**src/rtl/fp_wb_stage.sv**
```systemverilog
// fp_wb_stage
//   Sequencing and writeback stage that sits after the FP execute stage.
//   It accepts one FP operation at a time and keeps the execute stage
//   enabled for the operation's latency. When the result is valid it samples
//   fp_result/fflags and issues a registered one-cycle writeback. It also
//   holds the sticky accrued-exception (fflags) CSR field.
//
//   state | meaning
//   ------+------------------------------------------------------------
//   IDLE  | no operation in flight; issue accepted unless flushed
//   BUSY  | operation in flight; cnt counts down to its result cycle
//
// Ports
//   clk, rst_n                       clock, async active-low reset
//   issue_valid/latency/rd/fp_to_int operation presented by decode
//   flush                            kill in-flight or issuing operation
//   fp_result, fflags                execute stage result and flags
//   csr_fflags_we/wdata              CSR write to the accrued flags
//   exec_enable                      execute stage enable
//   issue_ready, stall               issue handshake / pipeline stall
//   wb_valid/rd/data/to_int          registered one-cycle writeback
//   fflags_accrued                   sticky exception flags (NV,DZ,OF,UF,NX)
module fp_wb_stage #(
  parameter int XLEN  = 32,
  parameter int LAT_W = 4
) (
  input  logic             clk,
  input  logic             rst_n,
  input  logic             issue_valid,
  input  logic [LAT_W-1:0] issue_latency,
  input  logic [4:0]       issue_rd,
  input  logic             issue_fp_to_int,
  input  logic             flush,
  input  logic [XLEN-1:0]  fp_result,
  input  logic [4:0]       fflags,
  input  logic             csr_fflags_we,
  input  logic [4:0]       csr_fflags_wdata,
  output logic             exec_enable,
  output logic             issue_ready,
  output logic             stall,
  output logic             wb_valid,
  output logic [4:0]       wb_rd,
  output logic [XLEN-1:0]  wb_data,
  output logic             wb_to_int,
  output logic [4:0]       fflags_accrued
);

  typedef enum logic {IDLE = 1'b0, BUSY = 1'b1} state_t;

  localparam logic [LAT_W-1:0] CNT_ONE = {{(LAT_W-1){1'b0}}, 1'b1};

  state_t           state, state_nxt;
  logic [LAT_W-1:0] cnt, cnt_nxt;
  logic [4:0]       rd_q;
  logic             to_int_q;

  logic             accept;
  logic             lat_zero;
  logic             busy_done;
  logic             capture;
  logic [4:0]       cap_rd;
  logic             cap_to_int;
  logic [4:0]       fflags_base;

  assign issue_ready = (state == IDLE) & ~flush;
  assign stall       = issue_valid & ~issue_ready;
  assign exec_enable = ((state == IDLE) & issue_valid & ~flush) | (state == BUSY);

  assign accept    = issue_valid & issue_ready;
  assign lat_zero  = (issue_latency == '0);
  // Terminal count: the result is valid in the cycle cnt reads 1. A flush
  // landing in that same cycle suppresses the capture.
  assign busy_done = (state == BUSY) & (cnt == CNT_ONE) & ~flush;
  assign capture   = (accept & lat_zero) | busy_done;

  // Latency-0 operations write back straight from the issue fields.
  assign cap_rd     = busy_done ? rd_q     : issue_rd;
  assign cap_to_int = busy_done ? to_int_q : issue_fp_to_int;

  // A CSR write replaces the accrued value but still merges flags captured
  // in the same cycle.
  assign fflags_base = csr_fflags_we ? csr_fflags_wdata : fflags_accrued;

  always_comb begin
    state_nxt = state;
    cnt_nxt   = cnt;
    case (state)
      IDLE: begin
        if (accept && !lat_zero) begin
          state_nxt = BUSY;
          cnt_nxt   = issue_latency;
        end
      end
      BUSY: begin
        if (flush) begin
          state_nxt = IDLE;
          cnt_nxt   = '0;
        end else begin
          cnt_nxt = cnt - CNT_ONE;
          if (cnt == CNT_ONE) state_nxt = IDLE;
        end
      end
      default: begin
        state_nxt = IDLE;
        cnt_nxt   = '0;
      end
    endcase
  end

  always_ff @(posedge clk or negedge rst_n) begin
    if (!rst_n) begin
      state <= IDLE;
      cnt   <= '0;
    end else begin
      state <= state_nxt;
      cnt   <= cnt_nxt;
    end
  end

  always_ff @(posedge clk or negedge rst_n) begin
    if (!rst_n) begin
      rd_q     <= '0;
      to_int_q <= 1'b0;
    end else if (accept && !lat_zero) begin
      rd_q     <= issue_rd;
      to_int_q <= issue_fp_to_int;
    end
  end

  always_ff @(posedge clk or negedge rst_n) begin
    if (!rst_n) begin
      wb_valid       <= 1'b0;
      wb_rd          <= '0;
      wb_data        <= '0;
      wb_to_int      <= 1'b0;
      fflags_accrued <= '0;
    end else begin
      wb_valid       <= capture;
      fflags_accrued <= fflags_base | (capture ? fflags : 5'b0);
      if (capture) begin
        wb_rd     <= cap_rd;
        wb_data   <= fp_result;
        wb_to_int <= cap_to_int;
      end
    end
  end

endmodule
```
**config.mk**
```make
export PLATFORM = sky130hd
export DESIGN_NAME = fp_wb_stage
export DESIGN_NICKNAME = d
export VERILOG_FILES = /design/src/rtl/fp_wb_stage.sv
export SDC_FILE = /design/constraint.sdc
export NUM_CORES = 1
export LEC_CHECK = 0
export ABC_CLOCK_PERIOD_IN_PS = 5200
export CORE_MARGIN = 8
export CORE_UTILIZATION = 45
export DETAILED_ROUTE_END_ITERATION = 6
export PLACE_DENSITY = 0.95
export SLEW_MARGIN = 20
export SYNTH_ARGS = -nofsm -noshare
export SYNTH_HDL_FRONTEND = slang
export SYNTH_SLANG_ARGS = --single-unit
```
**constraint.sdc**
```tcl
create_clock -name clk -period 5.2 [get_ports clk]
set_clock_uncertainty 0.2 [all_clocks]
set_input_delay 1.04 -clock clk [delete_from_list [all_inputs] [get_ports clk]]
set_output_delay 1.04 -clock clk [all_outputs]
set_load 0.02 [all_outputs]
```
== Word level (Yosys, flattened, before mapping) ==
Cells that the tools add are included.

* Register bits: 55
* Input bits: 57
* Output and inout port bits: 47
* Logic and storage cells: 40

* $add $sub $neg: 1
* Eq/ne operators: 2
* Mux-type cells: 11
* Bitwise operators: 14
* Reductions and logical operators: 3

{| class="wikitable"
|+ Operators with widths
! cell !! count
|-
| $mux 5 || 3
|-
| $and 1x1->1 || 8
|-
| $mux 4 || 2
|-
| $pmux 4 s2 || 1
|-
| $or 5x5->5 || 1
|-
| $eq 4x1->1 const B || 1
|-
| $logic_not 4->1 || 1
|-
| $mux 1 || 4
|-
| $sub 4x1->4 const B || 1
|-
| $not 1->1 || 3
|-
| $ne 2x1->1 const B || 1
|-
| $or 1x1->1 || 2
|-
| $pmux 1 s2 || 1
|-
| $logic_and 1x1->1 || 1
|-
| $logic_not 1->1 || 1
|}

== Depth between registers and ports, before layout ==
Gate-level depths: netlist of run 1.

* Word-level depth: 7
* Gate-level depth with buffers: 8
* Mapped depth without buffers: 5

== Least setup slack after synthesis of run 1 ==
OpenSTA, ideal clock, no wires.

* Kind: in2out
* Start: in flush
* End: out exec_enable
* Arrival time: 1706 ps
* Required time: 3960 ps
* Path slack: 2254 ps
* Cell stages on the path: 3
* Path buffers: 1
* Cells stage by stage: or3b_1 > buf_2 > nand2_1

* Longest elaborated chain between the ends: 3

{| class="wikitable"
|+ RTL lines
! item !! RTL line !! RTL
|-
| from (decl) || 33 || <nowiki>input logic flush,</nowiki>
|-
| $not 1->1 || 67 || <nowiki>assign exec_enable = ((state == IDLE) & issue_valid & ~flush) | (state == BUSY);</nowiki>
|-
| $and 1x1->1 || 67 ||
|-
| $or 1x1->1 || 67 ||
|-
| to (decl) || 38 || <nowiki>output logic exec_enable,</nowiki>
|}

Every way passes these cells.

== Final worst setup path of run 1 ==
* Start: in issue_valid
* End: out exec_enable

* Longest elaborated chain between the ends: 3

{| class="wikitable"
|+ RTL lines
! item !! RTL line !! RTL
|-
| from (decl) || 29 || <nowiki>input logic issue_valid,</nowiki>
|-
| $and 1x1->1 (2 in a row) || 67 ||
|-
| $or 1x1->1 || 67 ||
|}

Every way passes these cells.

==> reports/summary.md, run 1 <==
After layout, the minimum clock period comes to 4.22 ns. OpenSTA, run right after detailed placement, puts the worst setup slack at 0.993 ns. After technology mapping, the gate count stands at 183. The path category of the worst min-delay check was flip-flop to flip-flop. The tools report the clock insertion delay at the later pin of the skew report as 0.30 ns.

Clock-pin slew on the worst setup and hold paths: 0.09 ns. The path with the worst hold slack has its endpoint at rd_q[3]$_DFFE_PN0P_. The area share of the largest cell type after synthesis was 0.565. The primary flip-flop cell chosen by synthesis mapping was sky130_fd_sc_hd__dfrtp_1. Setup violations remaining at the end of the flow were counted as 0. The run gives 345 as the post-placement cell count.

At the worst endpoint, the required time is 3.96 ns. The fraction of layout instances using a drive strength above 1 was 0.173. For the pin with the worst max-slew slack, the measured transition is 0.747 ns. The internal portion of the total power is 1.21 mW. Setup slack closes at 0.979 ns.

The first global-routing pass estimated 9700 um of wire. The number of hold violations in the final report is 0. The worst setup path is of the input pin to primary output kind. The share of the synthesized area in compound gates (AO/OA/AOI/OAI) works out to 0.102. Traced cell by cell, the critical path runs through clkdlybuf4s50_1, buf_4, or3b_1, nand2_1, clkdlybuf4s50_1. The tools report the number of different library cells in the post-synthesis netlist as 34. Number of top-level pins: 104.

The tools report the total number of H-tree levels as 2. In this run, synthesis produced a sequential element count of 55. TritonCTS built the clock tree. The total number of yosys warnings came out at 0. The vertical extent of the die came out at 89.6 um. The cell with the most instances after synthesis is sky130_fd_sc_hd__dfrtp_1. The total via count after detailed routing is 1856. The run finished with clean final reports. Compared with the post-synthesis result, the final layout area differs by 47.4%.

Post-route core utilization: 0.694. The detailed router finished its first iteration with 51 violations. The tools report the max-cap check violation count as 0. The final max-slew violation count is 0.

Before antenna repair, the detailed router went through 4 iterations. The adder-cell area share of the yosys netlist works out to 0.0103. Ranked by instance count, the synthesized netlist is headed by 55 x sky130_fd_sc_hd__dfrtp_1, 23 x sky130_fd_sc_hd__mux2_2, 11 x sky130_fd_sc_hd__nand2_1. Counting every net in the synthesized netlist gives 242. The sequential area share after synthesis came out at 0.565. The net load switching power is 617 uW, and the share of total power consumed by net switching is 0.337. The worst hold path begins at rd_q[3]$_DFFE_PN0P_.

The simple-gate portion of the synthesized area is 0.0724, and the worst-path maximum fanout is 13. STA classifies the critical path endpoint as a primary output. After detailed routing, the number of vias per cell comes to 5.26. The number of clock buffers added by TritonCTS is 5. Overall power consumption after layout is estimated at 1.83 mW. The multiplexer area fraction after synthesis is 0.191, and the die area is 0.00802 mm^2. The logs give 0.237 GHz for the highest clock frequency the design can meet and 376 for the layout filler cell count. The proportion of power drawn by combinational gates was 0.461. Of all cell types, the one taking the most synthesized area is sky130_fd_sc_hd__dfrtp_1.

After global routing the overflow that remains totals 0. In this run the mean area of a mapped cell was 13.3 um^2. The run gives 0 as the count of buffers added by post-CTS timing repair for setup. The tools report the leakage power figure as 1.49 nW. Ranked by total cell area, the synthesized netlist is headed by sky130_fd_sc_hd__dfrtp_1 56%, sky130_fd_sc_hd__mux2_2 11%, sky130_fd_sc_hd__mux2_4 6.2%, sky130_fd_sc_hd__o32a_1 2.5%, sky130_fd_sc_hd__mux2_1 2.3%. The tree is rooted in a sky130_fd_sc_hd__clkbuf_8.

The run gives 0.299 ns as the final-layout worst hold slack. By instance count, the cell type seen most on the critical path is sky130_fd_sc_hd__clkdlybuf4s50_1. The highest cell delay on the worst timing path is 0.61 ns, and the wire length after detailed routing is 6250 um. The initial antenna violation count came out at 0.

The estimated wirelength of the detail-placed design came out at 4750 um. The worst setup path is launched from an input pin. The clock net sink count was 55; the routability-driven placement congestion ratio was 0.847. The run gives 0.000289 V as the worst voltage drop across the vdd grid. The post-detailed-route count of antenna-violating nets came out at 0.

The number of global-route vias before repair came out at 1917. The core region area came out at 0.00517 mm^2. The main combinational cell family by area after synthesis was multiplexers. Total number of nets in the final design: 341. For the summed negative setup slack over all endpoints, the log shows 0 ns. For the quantity of hold-fixing buffers added after cts, the log shows 0.

The source of the worst register-to-register timing path is cnt[1]$_DFFE_PN0P_. Summing every instance area after synthesis gives 0.00244 mm^2. The synthesized design contains 0 enable-type register cells.

For the finished layout cell area, the log shows 0.00359 mm^2. Setup repair after global routing left no endpoint under its margin. For this run, the number of standard cells in the final layout without fillers is 353. Maximum clock path buffer count: 2. The number of gates resized after CTS was 0.

The run gives 0.501 as the worst relative slew slack. The run gives 26 as the placement row count. The initial core utilization is 0.471, and the instance area after placement is 0.00347 mm^2. The number of cells on the worst reg-to-reg path was 6; the hold-critical path depth was 1. Entering global routing, the biggest net connects 56 pins. The routed length per placed instance was 17.7 um; the power density normalized to cell area was 510 mW/mm^2. The final worst-path cycle share works out to 0.812.

The slowest stage of the critical path belongs to the cell sky130_fd_sc_hd__clkdlybuf4s50_1. The number of antenna diodes in the final layout is 0. The relative contribution of sequential cells to total power was 0.382; the share of total power in the clock network was 0.157. From left edge to right edge, the die measures 89.6 um. The XOR/XNOR share of the synthesized area works out to 0.00719.

In the routed design, unresolved DRC markers number 0. For the critical path arrival, the log shows 2.98 ns. The share of synthesized flip-flops with an asynchronous set or reset came out at 1.00.

During placement, the flow inserted port buffers numbering 103. The run gives 0.157 as the total routing resource utilization after global routing. The tools report the endpoint of the most critical register-to-register path as wb_data[8]$_DFFE_PN0N_. Setup slack on the worst reg-to-reg path comes out at 2.27 ns.
how the worst max path moves through the flow:
stage / startpoint / depth (start not counted) / end / slack, ns
2_1_floorplan: flush / 3 / exec_enable / 2.25
3_3_place_gp: issue_valid / 5 / exec_enable / 1.04
3_5_place_dp: issue_valid / 5 / exec_enable / 0.99
4_1_cts: issue_valid / 5 / exec_enable / 0.99
5_1_grt: issue_valid / 5 / exec_enable / 0.91
6_report: issue_valid / 5 / exec_enable / 0.98
power by group through the flow:
| stage | clock (mW) | sequential, mW | combinational, mW |
|---|---|---|---|
| 2_1_floorplan | 0 | 0.884 | 0.238 |
| 4_1_cts | 0.295 | 0.700 | 0.857 |
| 3_5_place_dp | 0 | 0.708 | 0.853 |
| 5_1_grt | 0.314 | 0.723 | 0.895 |
| 3_3_place_gp | 0 | 0.694 | 0.834 |
| 6_report | 0.287 | 0.700 | 0.843 |
routing by layer:
metal	track usage	wire, um	vias to the layer above	part of all wire
li1	-	-	848	-
met1	0.193	2580	911	0.41
met5	0	0	-	0
met3	0.0546	640	4	0.10
met2	0.261	3010	93	0.48
met4	0.0272	19	0	0.0030
flip-flops by register name, summed over array words and instances (netlist names):
name and count:
cnt 4, fflags_accrued 5, rd_q 5, state 1
to_int_q 1, wb_data 32, wb_rd 5, wb_to_int 1
wb_valid 1
cells by family after synthesis:
kind of cell	after synthesis
AND/OR/NAND/NOR	34
adder cells (fa/ha/maj)	2
AO/OA/AOI/OAI	32
buffers and inverters	20
flip-flops	55
multiplexers	38
XOR/XNOR	2
critical path: cells and delay by family:
family / cells / cell delay, ns
AND/OR/NAND/NOR: 2 / 0.70
buffers and inverters: 3 / 1.24
final cells by class:
class	instances	area [um^2]	area share
Multi-Input combinational cell	108	933	0.260
Clock buffer	6	82.6	0.0230
Sequential cell	55	1380	0.383
Clock inverter	2	35.0	0.00976
Tap cell	70	87.6	0.0244
Inverter	5	18.8	0.00523
Timing Repair Buffer	107	1060	0.294
layout by cell type (no fill, tap or decap), drive strengths merged, types with 3 or more instances in the layout:
cell,netlist,final
a21oi,8,8
a221o,5,5
buf,10,5
clkbuf,5,6
clkdlybuf4s50,0,102
dfrtp,55,55
inv,5,5
mux2,38,38
nand2,11,11
nand3,3,3
nor2b,6,6
nor3,7,7
o21ai,7,7
o32a,6,6
No activity file was read; power rests on OpenSTA's default activity.
==> run 2: changes to the inputs <==
--- a/config.mk
+++ b/config.mk
@@ -5,11 +5,11 @@
 export SDC_FILE = /design/constraint.sdc
 export NUM_CORES = 1
 export LEC_CHECK = 0
-export ABC_CLOCK_PERIOD_IN_PS = 5200
+export ABC_CLOCK_PERIOD_IN_PS = 3770
 export CORE_MARGIN = 8
-export CORE_UTILIZATION = 45
+export CORE_UTILIZATION = 38
 export DETAILED_ROUTE_END_ITERATION = 6
-export PLACE_DENSITY = 0.95
+export PLACE_DENSITY = 0.87
 export SLEW_MARGIN = 20
 export SYNTH_ARGS = -nofsm -noshare
 export SYNTH_HDL_FRONTEND = slang
==> constraint.sdc (replaced) <==
create_clock -name clk -period 3.77 [get_ports clk]
set_clock_uncertainty 0.2 [all_clocks]
set_input_delay 0.754 -clock clk [delete_from_list [all_inputs] [get_ports clk]]
set_output_delay 0.754 -clock clk [all_outputs]
set_load 0.02 [all_outputs]
==> run 2 against run 1 <==
  * Design area is 0.49% higher
  * Flip-flop and latch count stayed put
  * Register-to-register slack worse by 0.97 ns
  * Setup slack worse by 0.56 ns
  * Critical path type unchanged
  * Sequential power is 37% higher
  * Total power is 35% higher
  * Global-route usage is 2.2 points lower
==> reports/summary.md, run 2 (synthesized netlist as in run 1, its figures left out) <==
Wires add up to 6250 um. STA classifies the critical path startpoint as an input pin. Initial core utilization: 0.388. Largest register by flop count: wb_data. The final worst-path cycle share was 0.889; the vertical extent of the die was 96.1 um. The number of hold violations in the final report came out at 0.

Walking the worst path, the cells encountered are clkdlybuf4s50_1, or2_2, inv_1, clkdlybuf4s50_1. The critical path arrival is 2.40 ns, and the setup slack at placement is 0.435 ns. The total number of nets in the final design is 343. The tree is rooted in a sky130_fd_sc_hd__clkbuf_8. The remaining routing DRC violations was 0; the total routing resource utilization after global routing was 0.134. At the later pin of the worst-skew pair, clock insertion delay measures 0.30 ns. The run gives 0.00923 mm^2 as the die area. Number of global-route vias before repair: 1910. After legalization and detailed placement, the total HPWL measured 4800 um. The maximum clock path buffer count was 2; the total via count after detailed routing was 1821. The critical path's slowest cell is sky130_fd_sc_hd__clkdlybuf4s50_1.

The count of nets left with antenna violations once routing finished came out at 0. The wire length of the first global-routing pass is 9800 um. Hold repair after CTS inserted 0 buffers.

For the worst voltage drop across the vdd grid, the log shows 0.000391 V. Setup repair after global routing left no endpoint under its margin. For this design the top-level I/O count stands at 104. The register with the most flip-flops in the layout has 32 of them. The die is 96.1 um wide. Counting every sink on the clock net gives 55. Routed length per placed instance: 17.3 um. The tools report the total number of H-tree levels as 2. The tool flagged a number of max-cap violations equal to 0. The final max-slew violation count was 0; the number of cells upsized or downsized after cts was 0. Of all nets on the critical path, the largest fanout is 8. The most numerous cell type found on the critical path is sky130_fd_sc_hd__clkdlybuf4s50_1. In the layout the commonest cells are 102 x sky130_fd_sc_hd__clkdlybuf4s50_1, 55 x sky130_fd_sc_hd__dfrtp_1, 23 x sky130_fd_sc_hd__mux2_2, 11 x sky130_fd_sc_hd__nand2_1, 10 x sky130_fd_sc_hd__mux2_4. The worst setup path is of the input pin to primary output kind. TritonCTS built the clock tree. The run gives 0 as the total overflow reported by the global router. Dividing the detail-routed via count by the number of cells gives 5.03. The power density normalized to cell area works out to 683 mW/mm^2. The category of the worst setup path capture point was a primary output. The detailed router finished its first iteration with 39 violations. The run finished with clean final reports.

In this run, CTS created clock tree buffers numbering 5. Initial antenna violation count: 0. The routability-driven placement congestion ratio was 0.866; the number of diodes added for antenna fixing was 0. In this run the static leakage power is 1.49 nW. The clock period minus final worst setup slack works out to 3.35 ns. On the worst path, the slowest cell contributes a delay of 0.62 ns. Setup violations remaining at the end of the flow were counted as 0.

The core region area is 0.00628 mm^2. Relative to the synthesized area, the layout overhead comes to 48.1%. For the placement row count, the log shows 29. STA puts the critical path data required time at 2.82 ns. The slew at the pin with the worst max-slew slack works out to 0.715 ns. The clock-pin slew on the worst setup and hold paths was 0.10 ns; the count of buffers added by post-CTS timing repair for setup was 0.

The logs give 0.575 for the post-route core utilization and 39 for the pin count of the biggest net entering global routing. The fraction of layout instances using a drive strength above 1 works out to 0.179. The number of buffer cells added on primary ports was 103; the highest clock frequency the design can meet was 0.298 GHz.

For the count of TritonRoute iterations in the first routing pass, the log shows 4. Leaving out fill and tap cells, the most frequent cell in the layout is sky130_fd_sc_hd__clkdlybuf4s50_1. The tightest min-delay check is of the input pin to asynchronous set/reset pin type. The summed negative setup slack over all endpoints is 0 ns.

The worst path meets setup with 0.417 ns of slack. For the worst relative slew slack, the log shows 0.523.
## run 2: cell types whose count changed in the layout (fill, tap and decap cells not counted), sizes merged
cell      before  now
buf            5    7
clkinvlp       0    1
bufinv         1    0
## run 2: final timing paths
check                                        from                      end  slack (ns)  cells after the start
min reg2reg                wb_data[8]$_DFFE_PN0N_   wb_data[8]$_DFFE_PN0N_        0.29                      1
max                                         flush              issue_ready        0.42                      4
min                                         rst_n     wb_rd[3]$_DFFE_PN0N_        0.28                      1
min in group clk           wb_data[8]$_DFFE_PN0N_   wb_data[8]$_DFFE_PN0N_        0.29                      1
max reg2reg                    cnt[1]$_DFFE_PN0P_  wb_data[11]$_DFFE_PN0N_        1.30                      6
max in group asynchronous                   rst_n  wb_data[10]$_DFFE_PN0N_        2.29                      2
## run 2: worst max-delay path: cells and delay by family
family | cells | cell delay (ns)
buf+inv | 3 | 1.25
simple gates | 1 | 0.39
## run 2: through the flow
| stage | power (mW) | hold WS, ns | instances | area, um^2 |
|---|---|---|---|---|
| floorplan | 1.55 | 0.258 | 183 | 2440 |
| global placement | 2.11 | 0.268 | 354 | 3510 |
| detailed placement | 2.15 | 0.274 | 354 | 3510 |
| CTS | 2.50 | 0.297 | 362 | 3610 |
| global route | 2.60 | 0.314 | 362 | 3610 |
| finish | 2.46 | 0.279 | 362 | 3610 |
## run 2: metal layers
layer	vias up	global-route usage	wire (um)
li1	855	-	-
met1	891	0.163	2500
met2	70	0.224	3130
met3	5	0.0437	558
met4	0	0.0359	55
met5	-	0	0
## run 2: layout make-up
class	instances	area (um^2)
clock inverter	2	16.3
multi-input combinational	108	933
tap	77	96.3
fill	526	2670
sequential	55	1380
clock buffer	6	82.6
timing repair buffer	109	1080
inverter	5	18.8
## run 2: power breakdown
part / switching [mW] / leakage, nW / total, mW / internal, mW
Combinational: 0.530 / 0.764 / 1.16 / 0.633
Clock: 0.191 / 0.0474 / 0.341 / 0.150
Sequential: 0.131 / 0.677 / 0.959 / 0.828
==> run 3: changes to the inputs <==
--- a/config.mk
+++ b/config.mk
@@ -5,10 +5,12 @@
 export SDC_FILE = /design/constraint.sdc
 export NUM_CORES = 1
 export LEC_CHECK = 0
+export ABC_AREA = 1
 export ABC_CLOCK_PERIOD_IN_PS = 3770
 export CORE_MARGIN = 8
-export CORE_UTILIZATION = 38
+export CORE_UTILIZATION = 39
 export DETAILED_ROUTE_END_ITERATION = 6
+export GPL_TIMING_DRIVEN = 0
 export PLACE_DENSITY = 0.87
 export SLEW_MARGIN = 20
 export SYNTH_ARGS = -nofsm -noshare
==> run 3 against run 2 <==
  * Design area grew 6.0%
  * Maximum frequency grew 9.6%
  * First-iteration DRC count grew 130%
  * Non-clock buffer count grew 6
  * Clock power grew 33%
  * Setup slack gained 0.29 ns
  * Combinational power shrank 4%
  * Core utilization grew 2.4 points
  * Critical path type unchanged
  * Critical endpoint is now exec_enable
==> reports/summary.md, run 3 <==
The flow ran to the end, and the final reports show no timing, DRC or antenna violations. Dividing the detail-routed via count by the number of cells gives 4.82. The logs give 0 for the post-detailed-route count of antenna-violating nets and 0.381 for the relative contribution of sequential cells to total power. The most numerous cell type found on the critical path is sky130_fd_sc_hd__clkdlybuf4s50_1. The fraction of met2 tracks used by global routing is 0.265, and the total CTS buffers is 5.

Once routing completed, OpenROAD measured the worst setup slack at 0.712 ns. The critical path goes through clkdlybuf4s50_1, nor2_4, nand2_4, nand2_1, clkdlybuf4s50_1. The final max-slew violation count was 0; the count of flip-flops with a built-in enable after synthesis was 0.

The tools report the internal power as 1.63 mW. For the final routed database, the setup TNS stands at 0 ns. After synthesis, the mean cell area works out to 8.98 um^2. The cell type with the largest total area after synthesis is sky130_fd_sc_hd__dfrtp_1.

The cell with the most instances after synthesis was sky130_fd_sc_hd__nand2_1. Hold timing on the final database bottoms out at a slack of 0.283 ns. The clock-pin slew on the worst setup and hold paths was 0.10 ns. The tools report the number of cells upsized or downsized after cts as 0.

Max-cap violations in this run came to 0. Highest cell delay on the worst timing path: 0.60 ns. STA classifies the critical path endpoint as a primary output. The remaining routing DRC violations is 0, and the core region area is 0.00639 mm^2. The global routing usage on met1 is 0.171, and the number of setup violations in the final report is 0. The tools report the critical path arrival as 2.10 ns.

For the number of different library cells in the post-synthesis netlist, the log shows 21. The finished layout cell area came out at 0.00382 mm^2. The kind of cell with the highest combined delay along the critical path is buffers and inverters. The H-tree was split into 2 levels. The proportion of power drawn by combinational gates came out at 0.439. The run gives 2373 as the number of global-route vias before repair. Subtracting the final worst setup slack from the clock period gives 3.06 ns. In this run, post-CTS hold repair placed 0 buffers.

The commonest cells after synthesis are 135 x sky130_fd_sc_hd__nand2_1, 55 x sky130_fd_sc_hd__dfrtp_1, 28 x sky130_fd_sc_hd__nand3_1. Wire length after detailed routing: 7070 um. The area share of the largest cell type after synthesis came out at 0.534. Dividing the detail-routed wire length by the instance count gives 14.9 um.

Routability-driven placement finished with a final weighted congestion of 0.859. The number of buffer cells added on primary ports came out at 102. Once the clock tree was built, the setup fixing pass inserted 0 buffers. Counting flops per register, the top entry is wb_data.

The number of nets handed over by synthesis was 346. TritonCTS built the clock tree. The initial antenna violation count is 0.

During synthesis, Yosys emitted a total of 0 warnings. The share of synthesized flip-flops with an asynchronous set or reset was 1.00; the number of instances in the synthesized netlist was 287. The tree is rooted in a sky130_fd_sc_hd__clkbuf_8. Summed over all nets, the switching power comes to 907 uW.

The analysis attributes to cell leakage a power of 1.88 nW. The run gives 0.180 as the share of total power in the clock network. Measured along the y axis, the die boundary spans 97.3 um. 0 antenna diodes ended up in the layout. The die width was 97.3 um; the instance area after placement was 0.00369 mm^2. The logs give 0.327 GHz for the highest clock frequency the design can meet and 55 for the clock net sink count. The primary flip-flop cell chosen by synthesis mapping is sky130_fd_sc_hd__dfrtp_1. The number of top-level pins is 104, and the share of total power consumed by net switching is 0.358.

The clock insertion delay at the later pin of the skew report was 0.30 ns; the worst relative slew slack was 0.527. OpenSTA, run right after detailed placement, puts the worst setup slack at 0.701 ns. The met3 layer usage reported by global route is 0.0576, and the final worst-path cycle share is 0.811. The tools report the initial core utilization as 0.403. The leading cell type in the layout, fill and taps excluded is sky130_fd_sc_hd__nand2_1.

The register with the most flip-flops in the layout has 32 of them. The final layout contains 455 nets. Setup repair after global routing left no endpoint under its margin. The first TritonRoute pass finished after 4 iterations.

Placement row count: 29. The number of buffers and inverters on the critical path is 2. Yosys attributes the largest share of cell area to sky130_fd_sc_hd__dfrtp_1 53%, sky130_fd_sc_hd__nand2_1 20%, sky130_fd_sc_hd__nand3_2 8.2%, sky130_fd_sc_hd__nand3_1 5.4%, sky130_fd_sc_hd__buf_6 3.1%.

Kind of critical path: input pin to primary output. Entering global routing, the biggest net connects 56 pins. Detailed placement ended at an HPWL of 5430 um.

The post-synthesis to final-layout area growth was 48.4%. The run gives 0 as the total overflow reported by the global router. The maximum clock path buffer count is 2, and the total routing resource utilization after global routing is 0.152. The tools report the post-route core utilization as 0.599.

The worst-path maximum fanout works out to 4. The die covers 0.00946 mm^2. Worst voltage drop across the vdd grid: 0.000412 V. Number of DRC markers after the initial detailed-route iteration: 88.

Power density normalized to cell area: 662 mW/mm^2. At the pin with the least slew margin, the transition time is 0.709 ns. The area of the mapped netlist is 0.00258 mm^2. The largest individual stage delay along the critical path comes from the cell sky130_fd_sc_hd__clkdlybuf4s50_1. The run gives 0 as the number of hold violations in the final report.

STA classifies the critical path startpoint as an input pin. The top cell types in the final layout, fill and taps aside, are 135 x sky130_fd_sc_hd__nand2_1, 101 x sky130_fd_sc_hd__clkdlybuf4s50_1, 55 x sky130_fd_sc_hd__dfrtp_1, 28 x sky130_fd_sc_hd__nand3_1, 21 x sky130_fd_sc_hd__nand3_2. The fraction of layout instances using a drive strength above 1 came out at 0.118. In this run the worst hold path is classified as input pin to asynchronous set/reset pin.

The most congested layer reported by global routing is met2. The final route contains 2284 vias. The data required time of the worst path is 2.82 ns, and the count of state elements after synthesis is 55. The sequential area share after synthesis was 0.534. Wire length of the first global-routing pass: 11900 um.
[run 3: cell count changes after synthesis, moves of 7 or more]
cell                      previous run  this run
sky130_fd_sc_hd__nand2_1            11       135
sky130_fd_sc_hd__nand3_2             0        21
sky130_fd_sc_hd__a21oi_1             8         0
sky130_fd_sc_hd__mux2_4             10         0
sky130_fd_sc_hd__nor3_1              7         0
sky130_fd_sc_hd__mux2_2             23         0
sky130_fd_sc_hd__nand3_1             3        28
[run 3: logic make-up (layout without fill, tap and decap cells)]
family	Yosys count	after routing	share of synthesized area
and+or+nand+nor	197	197	0.366
muxes	5	5	0.0194
buffers and inverters	23	133	0.0558
AOI/OAI and AO/OA	5	5	0.0151
DFF	55	55	0.534
adders and majority gates	2	2	0.00971
[run 3: worst paths after layout]
path / end / slack, ns / start / cells after the start
max reg2reg: cnt[0]$_DFFE_PN0P_ / 2.04 / state$_DFF_PN0_ / 7
min in group clk: rd_q[3]$_DFFE_PN0P_ / 0.28 / rd_q[3]$_DFFE_PN0P_ / 2
max: exec_enable / 0.71 / flush / 5
max in group asynchronous: wb_data[31]$_DFFE_PN0N_ / 2.60 / rst_n / 1
min: wb_data[27]$_DFFE_PN0N_ / 0.28 / rst_n / 1
min reg2reg: rd_q[3]$_DFFE_PN0P_ / 0.28 / rd_q[3]$_DFFE_PN0P_ / 2
[run 3: cell type report]
cell class                 count  area (um^2)
clock buffer                   6         72.6
clock inverter                 2         60.1
sequential                    55         1380
fill                         569         2560
inverter                      10         37.5
buffer                        13          106
timing repair buffer         102         1020
tap                           77         96.3
multi-input combinational    209         1060
[run 3: power by group through the flow]
stage / Sequential (mW) / Clock [mW] / Combinational, mW
global route: 1.00 / 0.494 / 1.21
CTS: 0.968 / 0.467 / 1.13
global placement: 0.963 / 0 / 1.10
detailed placement: 0.980 / 0 / 1.13
finish: 0.966 / 0.455 / 1.11
floorplan: 1.21 / 0 / 0.310
[run 3: worst reg2reg max path, delay by kind of cell (launching register included)]
family | cells | cell delay, ns
AO/OA/AOI/OAI | 1 | 0.08
AND/OR/NAND/NOR | 5 | 0.72
flip-flops | 1 | 0.46
buffers and inverters | 1 | 0.20
[run 3: through the flow]
step	power, mW	cells
after floorplan	1.52	287
after global placement	2.06	466
after detailed placement	2.11	466
after CTS	2.57	474
after global routing	2.70	474
final	2.53	474
[run 3: metal layers]
layer | vias to the layer above | routed length, um
met3 | 6 | 542
met1 | 1075 | 2990
met5 | - | 0
li1 | 1127 | -
met2 | 76 | 3480
met4 | 0 | 57
